**config.mk**
```make
export PLATFORM = sky130hd
export DESIGN_NAME = core_seq
export DESIGN_NICKNAME = d
export VERILOG_FILES = /design/src/rtl/core_inst_pkg.sv /design/src/rtl/inst_encode.sv /design/src/rtl/core_seq.sv
export SDC_FILE = /design/constraint.sdc
export NUM_CORES = 1
export LEC_CHECK = 0
export ABC_CLOCK_PERIOD_IN_PS = 2600
export CORE_UTILIZATION = 45
export CTS_BUF_LIST = sky130_fd_sc_hd__clkbuf_4
export DETAILED_ROUTE_END_ITERATION = 8
export MAX_ROUTING_LAYER = met4
export PLACE_DENSITY_LB_ADDON = 0.08
export SLEW_MARGIN = 5
export SYNTH_ARGS = -nofsm -noshare
export SYNTH_HDL_FRONTEND = slang
export SYNTH_HIERARCHICAL = 1
export SYNTH_SLANG_ARGS = --single-unit
export TNS_END_PERCENT = 10
```
**constraint.sdc**
```tcl
create_clock -name clk -period 2.6 [get_ports clk]
set_input_delay 0.52 -clock clk [delete_from_list [all_inputs] [get_ports clk]]
set_output_delay 0.52 -clock clk [all_outputs]
set_load 0.02 [all_outputs]
```
**src/rtl/core_inst_pkg.sv**
```systemverilog
// Shared definitions for the core instruction sequencer: inst word layout and FSM states.
package core_inst_pkg;

    localparam int unsigned InstW = 19;

    // inst bit positions
    localparam int unsigned BitDiv     = 18;
    localparam int unsigned BitAcc     = 17;
    localparam int unsigned BitOfifoRd = 16;
    localparam int unsigned QkAddrLsb  = 12;
    localparam int unsigned PAddrLsb   = 8;
    localparam int unsigned BitExec    = 7;
    localparam int unsigned BitKload   = 6;
    localparam int unsigned BitQmemRd  = 5;
    localparam int unsigned BitQmemWr  = 4;
    localparam int unsigned BitKmemRd  = 3;
    localparam int unsigned BitKmemWr  = 2;
    localparam int unsigned BitPmemRd  = 1;
    localparam int unsigned BitPmemWr  = 0;

    typedef enum logic [3:0] {
        StIdle,
        StKload,
        StKflush,
        StExec,
        StDrain,
        StNacc,
        StNgap,
        StNdiv,
        StNdrain,
        StDone
    } state_e;

    // States whose words pop the output FIFO only when fifo_valid allows it
    function automatic logic is_drain(state_e s);
        return (s == StDrain) || (s == StNdrain);
    endfunction

endpackage

```
**src/rtl/inst_encode.sv**
```systemverilog
// Pure combinational map from (state, counter, pop) to the inst word for that state.
module inst_encode
    import core_inst_pkg::*;
#(
    parameter int unsigned norm_base = 8
) (
    input  state_e                 state_i,
    input  logic [3:0]             cnt_i,
    input  logic                   pop_i,
    output logic [InstW-1:0]       inst_o
);

    localparam logic [3:0] NormBase = 4'(norm_base);

    // Build the word; all unlisted bits stay 0 (qmem_wr/kmem_wr never set)
    always_comb begin
        inst_o = '0;
        unique case (state_i)
            StKload: begin
                inst_o[BitKmemRd]          = 1'b1;
                inst_o[BitKload]           = 1'b1;
                inst_o[QkAddrLsb +: 4]     = cnt_i;
            end
            StExec: begin
                inst_o[BitQmemRd]          = 1'b1;
                inst_o[BitExec]            = 1'b1;
                inst_o[QkAddrLsb +: 4]     = cnt_i;
            end
            StDrain: begin
                if (pop_i) begin
                    inst_o[BitOfifoRd]     = 1'b1;
                    inst_o[BitPmemWr]      = 1'b1;
                    inst_o[PAddrLsb +: 4]  = cnt_i;
                end
            end
            StNacc: begin
                inst_o[BitPmemRd]          = 1'b1;
                inst_o[BitAcc]             = 1'b1;
                inst_o[PAddrLsb +: 4]      = cnt_i;
            end
            StNdiv: begin
                inst_o[BitPmemRd]          = 1'b1;
                inst_o[BitDiv]             = 1'b1;
                inst_o[PAddrLsb +: 4]      = cnt_i;
            end
            StNdrain: begin
                if (pop_i) begin
                    inst_o[BitOfifoRd]     = 1'b1;
                    inst_o[BitPmemWr]      = 1'b1;
                    inst_o[PAddrLsb +: 4]  = NormBase + cnt_i;
                end
            end
            default: ;
        endcase
    end

endmodule

```
**src/rtl/core_seq.sv**
```systemverilog
// Instruction sequencer: walks kernel load, execute, drain and optional normalization,
// emitting one registered inst word per cycle.
module core_seq
    import core_inst_pkg::*;
#(
    parameter int unsigned col       = 8,
    parameter int unsigned kflush    = 2,
    parameter int unsigned norm_base = 8
) (
    input  logic             clk,
    input  logic             reset,
    input  logic             start,
    input  logic [2:0]       num_q,
    input  logic             norm_en,
    input  logic             fifo_valid,
    output logic [InstW-1:0] inst,
    output logic             busy,
    output logic             done
);

    localparam logic [3:0] ColLast    = 4'(col - 1);
    localparam logic [3:0] KflushLast = 4'(kflush - 1);

    state_e           state_q, state_d;
    logic [3:0]       cnt_q, cnt_d;
    logic [3:0]       last_q, last_d;   // n-1
    logic             norm_q, norm_d;
    logic [InstW-1:0] inst_q, inst_d;
    logic             busy_q, busy_d;
    logic             done_q, done_d;
    logic             pop;
    logic [3:0]       addr_cnt;
    logic [3:0]       n_rows;

    assign n_rows = last_q + 4'd1;

    // State, counter, latched pass config and registered outputs
    always_ff @(posedge clk or posedge reset) begin
        if (reset) begin
            state_q <= StIdle;
            cnt_q   <= '0;
            last_q  <= '0;
            norm_q  <= 1'b0;
            inst_q  <= '0;
            busy_q  <= 1'b0;
            done_q  <= 1'b0;
        end else begin
            state_q <= state_d;
            cnt_q   <= cnt_d;
            last_q  <= last_d;
            norm_q  <= norm_d;
            inst_q  <= inst_d;
            busy_q  <= busy_d;
            done_q  <= done_d;
        end
    end

    // Next-state: in drain states cnt_q counts pops already issued into inst
    always_comb begin
        state_d = state_q;
        last_d  = last_q;
        norm_d  = norm_q;
        unique case (state_q)
            StIdle: begin
                if (start) begin
                    state_d = StKload;
                    last_d  = {1'b0, num_q};
                    norm_d  = norm_en;
                end
            end
            StKload:  if (cnt_q == ColLast)    state_d = StKflush;
            StKflush: if (cnt_q == KflushLast) state_d = StExec;
            StExec:   if (cnt_q == last_q)     state_d = StDrain;
            StDrain:  if (cnt_q == n_rows)     state_d = norm_q ? StNacc : StDone;
            StNacc:   if (cnt_q == last_q)     state_d = StNgap;
            StNgap:                            state_d = StNdiv;
            StNdiv:   if (cnt_q == last_q)     state_d = StNdrain;
            StNdrain: if (cnt_q == n_rows)     state_d = StDone;
            StDone:                            state_d = StIdle;
            default:                           state_d = StIdle;
        endcase
    end

    // Outputs: next word is encoded from next state, so fifo_valid is consumed a cycle early
    always_comb begin
        pop      = 1'b0;
        addr_cnt = '0;
        cnt_d    = '0;
        if (is_drain(state_d)) begin
            pop      = fifo_valid;
            addr_cnt = (state_d != state_q) ? 4'd0 : cnt_q;
            cnt_d    = addr_cnt + {3'b000, pop};
        end else if ((state_d != state_q) || (state_d == StIdle)) begin
            cnt_d    = '0;
            addr_cnt = '0;
        end else begin
            cnt_d    = cnt_q + 4'd1;
            addr_cnt = cnt_d;
        end
        busy_d = (state_d != StIdle);
        done_d = (state_d == StDone);
    end

    inst_encode #(
        .norm_base (norm_base)
    ) u_inst_encode (
        .state_i (state_d),
        .cnt_i   (addr_cnt),
        .pop_i   (pop),
        .inst_o  (inst_d)
    );

    assign inst = inst_q;
    assign busy = busy_q;
    assign done = done_q;

endmodule

```
* Yosys cells after proc, flatten, opt, wreduce, memory -nomap -nowiden
Cells that the tools add are included.
** Storage, ports and cells
- Bits in registers :: 31
- Input bits :: 8
- Output and inout bits :: 21
- Logic and storage cells :: 66
** Operators by class
- Add/sub/neg operators :: 4
- Equal/unequal tests :: 20
- Muxes and demuxes :: 26
- Reduce and logical (&&, ||, !) cells :: 9
** Operators with widths (number)
- $mux W4 :: 16
- $pmux W4 S9 :: 1
- $eq A4 B3 Y1 const B :: 8
- $eq A4 B1 Y1 const B :: 3
- $eq A4 B2 Y1 const B :: 3
- $eq A4 B4 Y1 const B :: 3
- $pmux W4 S3 :: 1
- $logic_not A4 Y1 :: 2
- $mux W1 :: 8
- $reduce_or A2 Y1 :: 3
- $add A3 B1 Y4 const B :: 1
- $add A4 B1 Y4 :: 1
- $add A4 B1 Y4 const B :: 1
- $add A4 B4 Y4 const A :: 1
- $eq A4 B3 Y1 :: 1
- $eq A4 B4 Y1 :: 1
- $ne A4 B4 Y1 :: 1
- $reduce_bool A4 Y1 :: 1
- $logic_or A1 B1 Y1 :: 2
- $reduce_and A2 Y1 :: 1

* Longest topological paths before layout
- Depth after elaboration :: 11
- Depth in mapped cells :: 14
- Depth with buffers taken out :: 13

* Modules after synthesis
Netlist, hierarchy kept.
** Modules (own cells, without submodules)
- core_seq :: times used 1, cells an instance 144, area each 1592.8 um2, seq. area each 825.8 um2
- inst_encode :: times used 1, cells an instance 31, area each 235.2 um2, seq. area each 0.0 um2

* Least setup slack after synthesis
No wires, ideal clock.
- Path kind :: register to register
- From :: register cnt_q[0]
- To :: register inst_q[11], in the netlist inst[11]
- Library setup time :: 121 ps
- Arrival time :: 2566 ps
- Required time :: 2479 ps
- Setup slack :: -87 ps
- Cell stages (with the launch flop) :: 11
- Period minus slack after synthesis :: 2687 ps
- Cell sequence :: dfrtp_1 > ha_1 > and3b_4 > or4_4 > o2111a_4 > and3_4 > buf_6 > or3_4 > o22ai_1 > mux2i_1 > o21ai_1
** On the way
- Word-level cells in the longest chain between the ends :: 10
** RTL lines
- from (decl) :: line core_seq.sv:25 : logic [3:0] cnt_q, cnt_d;
- from (signal assigned) :: line core_seq.sv:49 : cnt_q <= cnt_d;
- $eq A4 B4 Y1, or another cell as far along :: line core_seq.sv:74, core_seq.sv:78
- $mux W4, or another cell as far along :: line core_seq.sv:78 : StNdrain: if (cnt_q == n_rows) state_d = StDone;
- $pmux W4 S9 :: line core_seq.sv:63 : unique case (state_q)
- $ne A4 B4 Y1 / $logic_not A4 Y1 (equally long branches) :: line core_seq.sv:91, core_seq.sv:93
- $logic_or A1 B1 Y1 :: line core_seq.sv:93 : end else if ((state_d != state_q) || (state_d == StIdle)) begin
- $mux W4 :: line core_seq.sv:93
- $mux W4 (*) :: line core_seq.sv:89 : if (is_drain(state_d)) begin
- via addr_cnt[3] :: line core_seq.sv:32 : logic [3:0] addr_cnt;
- $add A4 B4 Y4 :: line inst_encode.sv:50 : inst_o[PAddrLsb +: 4] = NormBase + cnt_i;
- $mux W4 :: line inst_encode.sv:47 : if (pop_i) begin
- $pmux W4 S3 (*) :: line inst_encode.sv:18 : unique case (state_i)
- via inst_d[11] :: line core_seq.sv:28 : logic [InstW-1:0] inst_q, inst_d;
- to (signal assigned) :: line core_seq.sv:52 : inst_q <= inst_d;
- to (decl) :: line core_seq.sv:28
The timed path passes the listed nets; every way through them passes the cells marked *.
A chain may end at the register's enable or synchronous reset.

* Worst setup path in the final report
- From :: register cnt_q[1]
- To :: register inst_q[11], in the netlist inst[11]
The elaborated chain is that of the path after synthesis.

==> flow_metrics.env <==
export IMPL_gp_congestion=0.824
export IMPL_combPwrFrac_pct=63.1
export IMPL_fmax_mhz=385
export IMPL_ys_ff_latch=33
export IMPL_cp_max_fo=5
export IMPL_crit_path_start_kind="register"
export IMPL_timing_final_crit_share_pct=99.9
export IMPL_grt_first_pass_wirelength_mm=6.89
export IMPL_maxSlewViolCount=0
export IMPL_fin_skew_ns=0.0139
export IMPL_grt_use_total_pct=22.7
export IMPL_netlist_instances=175
export IMPL_cts_root_buf="clkbuf_4"
export IMPL_power_density_mw_per_mm2=1170
export IMPL_p_clk_share_pct=10.2
export IMPL_post_route_drc_count=0
export IMPL_yosysSeqAreaShare_pct=45.2
export IMPL_crit_type="register to register"
export IMPL_yosys_area_top_type="dfrtp_1"
export IMPL_grt_ovfl_total=0
export IMPL_layout_drive_gt1_share_pct=33.9
export IMPL_report_final_hold_viol_count=0
export IMPL_area_growth_syn_to_layout_pct=36.8
export IMPL_nNetsFinal=242
export IMPL_dieArea_sq_mm=0.00432
export IMPL_p_seq_share_pct=26.7
export IMPL_first_pass_iters=4
export IMPL_clock_latency_ns=0.34
export IMPL_layout_area_seq_sq_um=830
export IMPL_via_per_inst=5.26
export IMPL_routedWlPerCell_um=15.5
export IMPL_cts_buffer_depth=2
export IMPL_numCtsBuffers=5
export IMPL_cp_required_ns=2.82
export IMPL_rsz0062_at_grt="yes"
export IMPL_hold_class="register to register"
export IMPL_intPower_mw=1.69
export IMPL_cts_tree="built"
export IMPL_holdWs_ns=0.522
export IMPL_clk_pin_slew_ns=0.11
export IMPL_end_kind="register"
export IMPL_htreeDepth=2
export IMPL_synth_edff_count=0
export IMPL_multi_input_area_sq_um=995
export IMPL_swShare_pct=42.4
export IMPL_arrival_ns=2.82
export IMPL_num_rows=22
export IMPL_synthArstFlopShare_pct=100
export IMPL_synth_area_leaders="dfrtp_1, ha_1, nand3_1, and2_1, mux2_2"
export IMPL_finalInstanceArea_sq_mm=0.00250
export IMPL_peakVddDrop_mv=0.587
export IMPL_portBuffers=28
export IMPL_insertedDiodeCount=0
export IMPL_clkSinkCount=33
export IMPL_ys_warnings_count=6
export IMPL_cts_hold_buf=0
export IMPL_place_area_sq_mm=0.00230
export IMPL_coreArea_sq_mm=0.00377
export IMPL_synth_top_flop_cell="dfrtp_1"
export IMPL_die_h_um=65.7
export IMPL_dr_max_layer_used="met4"
export IMPL_status="completed"
export IMPL_met2_length_mm=2.12
export IMPL_p_leak_nw=1.11
export IMPL_antenna_found_initial=0
export IMPL_syn_area_per_cell_sq_um=10.4
export IMPL_fill_cells=298
export IMPL_initial_utilization_pct=48.5
export IMPL_ios=29
export IMPL_netlist_area_leader_share_pct=45.2
export IMPL_route_met3_wl_um=179
export IMPL_finalSetupViolCount=0
export IMPL_p_switching_mw=1.25
export IMPL_grt_pass1_vias=1485
export IMPL_ys_types=52
export IMPL_period_minus_slack_ns=2.60
export IMPL_die_w_um=65.7
export IMPL_drt_antenna_violating_nets=0
export IMPL_drt_met1_wl_mm=1.98
export IMPL_dp_hpwl_mm=3.17
export IMPL_max_cap_viol_count=0
export IMPL_netlist_area_sq_mm=0.00183
export IMPL_vias=1463
export IMPL_drt_iter0_drc=117
export IMPL_drt_total_wl_mm=4.32
export IMPL_grt_start_max_net_pins=34
==> metal layers <==
metal | vias up | global-route usage [%]
met5 | - | -
met4 | 0 | 7.34
met3 | 5 | 6.60
met2 | 40 | 33.5
met1 | 702 | 29.8
li1 | 716 | -
==> worst paths after layout <==
check                                         from                    end  slack (ns)  cells after the start
worst max-delay path            cnt_q[1]$_DFF_PP0_     inst[11]$_DFF_PP0_       0.002                      9
worst min-delay path            norm_q$_DFFE_PP0P_     norm_q$_DFFE_PP0P_        0.52                      1
worst max register to register  cnt_q[1]$_DFF_PP0_     inst[11]$_DFF_PP0_       0.002                      9
worst min register to register  norm_q$_DFFE_PP0P_     norm_q$_DFFE_PP0P_        0.52                      1
max in group asynchronous                    reset  last_q[0]$_DFFE_PP0P_        1.70                      3
min in group asynchronous                    reset     inst[18]$_DFF_PP0_        0.57                      3
==> Yosys cell counts, drive strengths merged (4+ instances only) <==
cell type and count:
dfrtp 33, and3 5, nor3 4, nand3 12, buf 13, mux2 4
ha 5, inv 9, and2 8, o21ai 6, xor2 5, nor2 9
nor2b 6, nand2 7
==> worst max-delay path, stage by stage, from the launching register on <==
cell	delay (ns)
dfrtp_2	0.47
ha_4	0.17
and3b_4	0.17
or4_4	0.42
o2111a_4	0.17
and3_4	0.17
or3_4	0.40
o22ai_4	0.21
mux2i_1	0.22
o21ai_1	0.08
==> state kept, by name (all words and copies together) (netlist names) <==
| name | cells |
|---|---|
| busy | 1 |
| cnt_q | 4 |
| done | 1 |
| inst | 19 |
| last_q | 3 |
| norm_q | 1 |
| state_q | 4 |
==> layout by cell type (no fill, tap or decap), types with 5 or more instances in the layout <==
| cell type | count |
|---|---|
| dfrtp_1 | 30 |
| clkdlybuf4s50_1 | 28 |
| and2_1 | 7 |
| inv_1 | 9 |
| nor2_1 | 6 |
| buf_4 | 30 |
| nand2_1 | 6 |
| xor2_1 | 5 |
| clkbuf_4 | 6 |
| nor2b_1 | 6 |
| nand3_1 | 11 |
==> logic make-up after synthesis <==
family | after synthesis | share of synthesized area, %
AOI/OAI and AO/OA | 27 | 12.2
DFF | 33 | 45.2
xor gates and xnor gates | 8 | 3.83
other | 1 | 0.205
buffers and inverters | 23 | 7.32
and+or+nand+nor | 72 | 24.3
muxes | 6 | 3.56
adders and majority gates | 5 | 3.42
==> power groups by stage <==
| stage | Clock, mW | Sequential, mW | Combinational [mW] |
|---|---|---|---|
| global placement | 0 | 0.772 | 1.60 |
| finish | 0.298 | 0.785 | 1.85 |
| global route | 0.336 | 0.804 | 2.00 |
| CTS | 0.305 | 0.767 | 1.64 |
| floorplan | 0 | 0.810 | 1.04 |
| detailed placement | 0 | 0.777 | 1.63 |
==> area by class of cell <==
| cell class | instances | area share, % |
|---|---|---|
| Clock buffer | 6 | 1.80 |
| Clock inverter | 2 | 0.400 |
| Inverter | 9 | 1.35 |
| Multi-Input combinational cell | 120 | 39.8 |
| Sequential cell | 33 | 33.2 |
| Tap cell | 48 | 2.40 |
| Timing Repair Buffer | 60 | 21.1 |
==> metrics by stage <==
stage          cells  power (mW)   TNS [ns]  utilization, %  setup WS (ns)
4_1_cts          274        2.72    -0.0146            62.5        -0.0109
5_1_grt          278        3.14     -0.557            66.3        -0.0923
3_5_place_dp     266        2.41  -0.000875            61.0      -0.000875
6_report         278        2.94          0            66.3        0.00245
3_3_place_gp     266        2.37          0            61.0         0.0673
2_1_floorplan    176        1.85          0               -       0.000284
==> what timing repair did <==
item	4_1_cts	5_1_grt
setup endpoints to repair	6	11
setup buffers	0	4
gates cloned	0	0
pin swaps	0	19
gates resized for setup	2	27
(Power assumes the default switching activity.)
